**src/rtl/jogador_auto.sv**
```systemverilog
// jogador_auto: tic-tac-toe auto player that scans for a win, then a block, then a free cell.
// Optional feature macro: JOGADOR_BLOQUEIO_EN compiles in the BLOQUEIO (block opponent) scan.
module jogador_auto #(
  parameter logic [1:0] SIMBOLO = 2'b10
) (
  input  logic        clock,
  input  logic        reset,
  input  logic [17:0] tabuleiro,
  input  logic        vez,
  input  logic        aceita,
  output logic [1:0]  posicaoX,
  output logic [1:0]  posicaoY,
  output logic        jogada_valida,
  output logic        cheio,
  output logic        ocupado
);
  localparam int unsigned NCEL = 9;
  localparam int unsigned CW   = 4;
  localparam int unsigned TW   = 2 * NCEL;
  localparam int unsigned LW   = 3;
  localparam logic [1:0]  VAZIO = 2'b00;
  localparam logic [CW-1:0] ORDEM [NCEL] = '{4'd4, 4'd0, 4'd2, 4'd6, 4'd8,
                                              4'd1, 4'd3, 4'd5, 4'd7};

  typedef enum logic [2:0] {OCIOSO, VITORIA, BLOQUEIO, LIVRE, EMITE} estado_t;

  estado_t       estado;
  logic [TW-1:0] copia;
  logic [LW-1:0] indice;

  logic [1:0]    cel [NCEL];
  logic [CW-1:0] c0_c, c1_c, c2_c;
  logic [1:0]    alvo_c;
  logic          acerto_c;
  logic [CW-1:0] acerto_cel_c;
  logic          livre_ok_c;
  logic [CW-1:0] livre_cel_c;

  function automatic logic [1:0] coluna(input logic [CW-1:0] c);
    return 2'(c % CW'(3));
  endfunction

  function automatic logic [1:0] linha(input logic [CW-1:0] c);
    return 2'(c / CW'(3));
  endfunction

  always_comb begin
    for (int i = 0; i < int'(NCEL); i++) cel[i] = copia[2*i +: 2];
  end

  // Cells of the line under evaluation: rows, columns, main and anti diagonal.
  always_comb begin
    case (indice)
      3'd0:    {c0_c, c1_c, c2_c} = {4'd0, 4'd1, 4'd2};
      3'd1:    {c0_c, c1_c, c2_c} = {4'd3, 4'd4, 4'd5};
      3'd2:    {c0_c, c1_c, c2_c} = {4'd6, 4'd7, 4'd8};
      3'd3:    {c0_c, c1_c, c2_c} = {4'd0, 4'd3, 4'd6};
      3'd4:    {c0_c, c1_c, c2_c} = {4'd1, 4'd4, 4'd7};
      3'd5:    {c0_c, c1_c, c2_c} = {4'd2, 4'd5, 4'd8};
      3'd6:    {c0_c, c1_c, c2_c} = {4'd0, 4'd4, 4'd8};
      default: {c0_c, c1_c, c2_c} = {4'd2, 4'd4, 4'd6};
    endcase
  end

  // Two cells of the target code plus one empty cell on the current line.
  always_comb begin
    alvo_c = SIMBOLO;
`ifdef JOGADOR_BLOQUEIO_EN
    if (estado == BLOQUEIO) alvo_c = SIMBOLO ^ 2'b11;
`endif
    acerto_c     = 1'b0;
    acerto_cel_c = c0_c;
    if (cel[c1_c] == alvo_c && cel[c2_c] == alvo_c && cel[c0_c] == VAZIO) begin
      acerto_c     = 1'b1;
      acerto_cel_c = c0_c;
    end else if (cel[c0_c] == alvo_c && cel[c2_c] == alvo_c && cel[c1_c] == VAZIO) begin
      acerto_c     = 1'b1;
      acerto_cel_c = c1_c;
    end else if (cel[c0_c] == alvo_c && cel[c1_c] == alvo_c && cel[c2_c] == VAZIO) begin
      acerto_c     = 1'b1;
      acerto_cel_c = c2_c;
    end
  end

  // Walk the priority list backwards so the highest-priority empty cell wins.
  always_comb begin
    livre_ok_c  = 1'b0;
    livre_cel_c = '0;
    for (int i = int'(NCEL) - 1; i >= 0; i--) begin
      if (cel[ORDEM[i]] == VAZIO) begin
        livre_ok_c  = 1'b1;
        livre_cel_c = ORDEM[i];
      end
    end
  end

  always_ff @(posedge clock) begin
    if (reset) begin
      estado        <= OCIOSO;
      indice        <= '0;
      posicaoX      <= '0;
      posicaoY      <= '0;
      jogada_valida <= 1'b0;
      cheio         <= 1'b0;
      ocupado       <= 1'b0;
      copia         <= '0;
    end else begin
      cheio <= 1'b0;
      case (estado)
        OCIOSO: begin
          if (vez) begin
            copia   <= tabuleiro;
            indice  <= '0;
            estado  <= VITORIA;
            ocupado <= 1'b1;
          end
        end
        VITORIA: begin
          if (acerto_c) begin
            posicaoX      <= coluna(acerto_cel_c);
            posicaoY      <= linha(acerto_cel_c);
            jogada_valida <= 1'b1;
            estado        <= EMITE;
          end else begin
            indice <= LW'(indice + LW'(1));
`ifdef JOGADOR_BLOQUEIO_EN
            if (indice == LW'(7)) estado <= BLOQUEIO;
`else
            if (indice == LW'(7)) estado <= LIVRE;
`endif
          end
        end
`ifdef JOGADOR_BLOQUEIO_EN
        BLOQUEIO: begin
          if (acerto_c) begin
            posicaoX      <= coluna(acerto_cel_c);
            posicaoY      <= linha(acerto_cel_c);
            jogada_valida <= 1'b1;
            estado        <= EMITE;
          end else begin
            indice <= LW'(indice + LW'(1));
            if (indice == LW'(7)) estado <= LIVRE;
          end
        end
`endif
        LIVRE: begin
          if (livre_ok_c) begin
            posicaoX      <= coluna(livre_cel_c);
            posicaoY      <= linha(livre_cel_c);
            jogada_valida <= 1'b1;
            estado        <= EMITE;
          end else begin
            cheio   <= 1'b1;
            estado  <= OCIOSO;
            ocupado <= 1'b0;
          end
        end
        EMITE: begin
          if (aceita) begin
            jogada_valida <= 1'b0;
            estado        <= OCIOSO;
            ocupado       <= 1'b0;
          end
        end
        default: begin
          estado        <= OCIOSO;
          jogada_valida <= 1'b0;
          ocupado       <= 1'b0;
        end
      endcase
    end
  end

endmodule

```
**config.mk**
```make
export PLATFORM = sky130hd
export DESIGN_NAME = jogador_auto
export DESIGN_NICKNAME = d
export VERILOG_FILES = /design/src/rtl/jogador_auto.sv
export SDC_FILE = /design/constraint.sdc
export NUM_CORES = 1
export LEC_CHECK = 0
export BUFFER_PORTS_ARGS = -buffer_cell sky130_fd_sc_hd__buf_2
export CAP_MARGIN = 20
export CORE_ASPECT_RATIO = 1.25
export CORE_MARGIN = 2
export CORE_UTILIZATION = 55
export DETAILED_ROUTE_END_ITERATION = 8
export PLACE_DENSITY = 0.73
export SETUP_SLACK_MARGIN = 0.02
export SYNTH_ARGS = -nofsm -noshare
export SYNTH_HDL_FRONTEND = slang
export SYNTH_SLANG_ARGS = --single-unit
```
**constraint.sdc**
```tcl
create_clock -name clock -period 9 [get_ports clock]
set_input_delay 0.45 -clock clock [delete_from_list [all_inputs] [get_ports clock]]
set_output_delay 0.45 -clock clock [all_outputs]
set_load 0.1 [all_outputs]
```
==> metrics <==
status completed; Clock Skews 0.00956 ns; crit path time final 5.37 ns; Clock Power Share 0.343; final setup TNS 0 ns; syn nets 322; HPWL after DPL around 4200 µm; Worst Setup Start Kind flip-flop; Post-CTS Resized 0; period utilisation layout 0.597; Yosys cell types between 60 and 70; register area roughly 620 µm²; grt total ovfl 0; TritonCTS Buffers 5; Fill cells between 300 and 400; Area Overhead vs Synth 12.0%; Seq cells post-synth 31; Starting Density 0.565; P_int between 0.0002 and 0.0003 W; most frequent cells in the layout 49 x nand2_1, 37 x a21oi_1, 31 x dfxtp_1; Die ar. 4680 µm²; vias per cell between 6 and 7; CP required just over 9 ns; Final setup viols 0; Hold Startpoint tabuleiro[14]; critical path's slowest cell o32ai_1; Clk pin slew, worst setup/hold paths 0.07 ns; Post-DP Area between 2000 and 2500 µm²; VDD IR max just over 0.1 mV; PortBufs 28; initial antenna violation count 0; layout cells sized above 1 0.196; Rel. slew slack 0.450; final worst slack approximately 3.6 ns; clk_lat worst skew between 0.2 and 0.3 ns; number of synthesized flops with an enable pin 0; GPL Wtd Cong around 0.91; Sequential Power Share 0.384; WHS Endpoint copia[14]$_SDFFE_PP0P_; Max stage delay on crit path between 0.6 and 0.7 ns; largest buffer count on any clock path 2; multi-input logic area approximately 1600 µm²; Worst Hold Class input port to flip-flop; die height ~76 µm; H-tree levels 2; DRC 0; GRT Util Overall 0.265; root buffer cell clkbuf_8; Setup WS pre-CTS between 3 and 4 ns; Pwr per Cell Area around 160 nW/µm²; yosys warns 0; Seq/Total Area, Yosys 0.272; routed via count 2256; Worst Reg-to-Reg Cells 21; clock sinks 31; reg2reg start indice[2]$_SDFFE_PP0P_; Synth Cell Area 2280 µm²; cell area after layout 2550 µm²; Mapped Avg Cell Area just under 8 µm²; number of global-route vias before repair 2114; clock tree from TritonCTS done; Setup Fix Bufs, Post-CTS 0; site row count 26; first-pass GRT wire length approximately 9600 µm; Crit. End Element flip-flop; Hold Path Stages 3; most common cell after layout, fill and taps aside nand2_1; NetSw between 0.0001 and 0.00015 W; RSZ-0062 raised after global routing no; Sw Ratio 0.328; wire per inst between 15 and 20 µm; Slew Viols, Final 0; Worst Max-Slew Pin Slew roughly 0.82 ns; Routed WL 5620 µm; Post-Syn Instances between 200 and 300; Async SR Flop Fraction 0; Initial DRC Count 113; Antenna Cells 0; CP Max Fanout 16; worst path arrival time 5.57 ns; final net count between 300 and 400; cells along the critical path inv_1 -> ha_1 -> o32ai_1 -> mux4_2 -> a211o_1 -> nor2_2 -> o21ai_2 -> a221o_1 -> and2_4 -> ha_1 -> inv_1 -> ha_1 -> inv_1 -> xnor2_1 -> a21o_1 -> inv_1 -> ha_1 -> nor4b_1 -> a31oi_2 -> o21a_1 -> o311ai_2; Comb pwr share 0.273; top_reg_cell synth dfxtp_1; Pleak roughly 1 nW; router iterations before antenna repair 4; # Max-Cap Violations 0; die width between 60 and 70 µm; reg2reg end posicaoX[1]$_SDFFE_PP0P_; Final Hold Vio Count 0; R2R Setup Slk approximately 3.6 ns; Ports 29; Peak Freq about 190 MHz; CTS Hold Bufs 0; remaining antenna violation count 0; Core Box Area between 4000 and 5000 µm²; largest net degree at the start of global routing 33; kind of critical path flip-flop to flip-flop
-- state kept, by name, indices dropped and copies added (netlist names) --
register	count
copia	18
posicaoX	2
jogada_valida	1
posicaoY	2
cheio	1
estado	3
indice	3
ocupado	1
-- per-layer routing --
metal,vias up,wire length [µm],GRT usage
met2,66,2690,0.409
met4,0,189,0.102
li1,1107,-,-
met1,1064,2480,0.354
met5,-,0,0
met3,19,252,0.0560
-- worst max path at each step --
| stage | start | end | slack, ns | cells after the start |
|---|---|---|---|---|
| after CTS | indice[2]$_SDFFE_PP0P_ | posicaoX[1]$_SDFFE_PP0P_ | 3.71 | 21 |
| after detailed placement | indice[2]$_SDFFE_PP0P_ | posicaoX[1]$_SDFFE_PP0P_ | 3.74 | 21 |
| after global placement | indice[2]$_SDFFE_PP0P_ | posicaoX[1]$_SDFFE_PP0P_ | 3.91 | 21 |
| after floorplan | indice[0]$_SDFFE_PP0P_ | posicaoX[1]$_SDFFE_PP0P_ | 4.41 | 23 |
| after global routing | indice[2]$_SDFFE_PP0P_ | posicaoX[1]$_SDFFE_PP0P_ | 3.24 | 21 |
| final | indice[2]$_SDFFE_PP0P_ | posicaoX[1]$_SDFFE_PP0P_ | 3.63 | 21 |
-- worst max-delay path: cells and delay by family, from the launching register on --
family | cells | cell delay [ns]
AOI/OAI and AO/OA | 8 | 2.15
xor gates and xnor gates | 1 | 0.18
adders and majority gates | 4 | 0.80
buffers and inverters | 4 | 0.39
DFF | 1 | 0.64
muxes | 1 | 0.43
and+or+nand+nor | 3 | 0.71
-- metrics by stage --
step                      cells  utilization  hold WS [ns]  power, W
after global placement      364        0.605         0.439  0.000266
after global routing        372        0.633         0.396  0.000424
after floorplan             291            -         0.450  0.000243
after CTS                   372        0.633         0.391  0.000404
after detailed placement    364        0.605         0.456  0.000267
final                       372        0.633         0.392  0.000403
-- Yosys cell counts (2+ instances only) --
library cell / instances / share of area
mux2_4: 2 / 0.013
and3_1: 5 / 0.014
o211ai_1: 7 / 0.023
a31oi_1: 2 / 0.0055
nand3_1: 9 / 0.020
a21oi_1: 37 / 0.081
nor3b_2: 2 / 0.011
buf_6: 2 / 0.0099
o32ai_1: 2 / 0.0077
xnor2_1: 2 / 0.0077
nand2_1: 49 / 0.081
mux2i_1: 10 / 0.044
o21a_1: 2 / 0.0066
inv_1: 12 / 0.020
or3_1: 2 / 0.0055
mux4_2: 4 / 0.039
o22ai_1: 5 / 0.014
and2_1: 3 / 0.0082
nor2_1: 24 / 0.039
nor4b_1: 2 / 0.0077
buf_2: 3 / 0.0066
clkbuf_1: 6 / 0.0099
nand2b_1: 2 / 0.0055
dfxtp_1: 31 / 0.27
o21ai_0: 4 / 0.0088
nor3_1: 10 / 0.022
nor3b_1: 2 / 0.0066
nor2b_1: 2 / 0.0055
nand3b_1: 2 / 0.0066
a221oi_1: 2 / 0.0077
a211oi_1: 3 / 0.0099
mux2_2: 3 / 0.015
o221ai_1: 2 / 0.0077
ha_1: 9 / 0.049
-- cell families after synthesis --
kind of cell | share of synthesized area
AO/OA/AOI/OAI | 0.248
XOR/XNOR | 0.00768
adder cells (fa/ha/maj) | 0.0494
buffers and inverters | 0.0477
flip-flops | 0.272
multiplexers | 0.111
AND/OR/NAND/NOR | 0.264
-- power groups by stage --
stage / clock, W / combinational (W) / sequential, W
finish: 0.000138 / 0.000110 / 0.000155
global route: 0.000145 / 0.000122 / 0.000156
CTS: 0.000140 / 0.000110 / 0.000155
detailed placement: 0 / 0.000109 / 0.000158
global placement: 0 / 0.000108 / 0.000158
floorplan: 0 / 0.0000829 / 0.000160
-- area by class of cell --
| cell class | instances | share of cell area |
|---|---|---|
| multi-input cells | 236 | 0.610 |
| flip-flops and latches | 31 | 0.243 |
| repair buffers | 29 | 0.0578 |
| well taps | 56 | 0.0274 |
| clock buffers | 5 | 0.0269 |
| inverters | 12 | 0.0176 |
| clock inverters | 3 | 0.0171 |
Note: power is estimated with default switching activity, not from simulation.
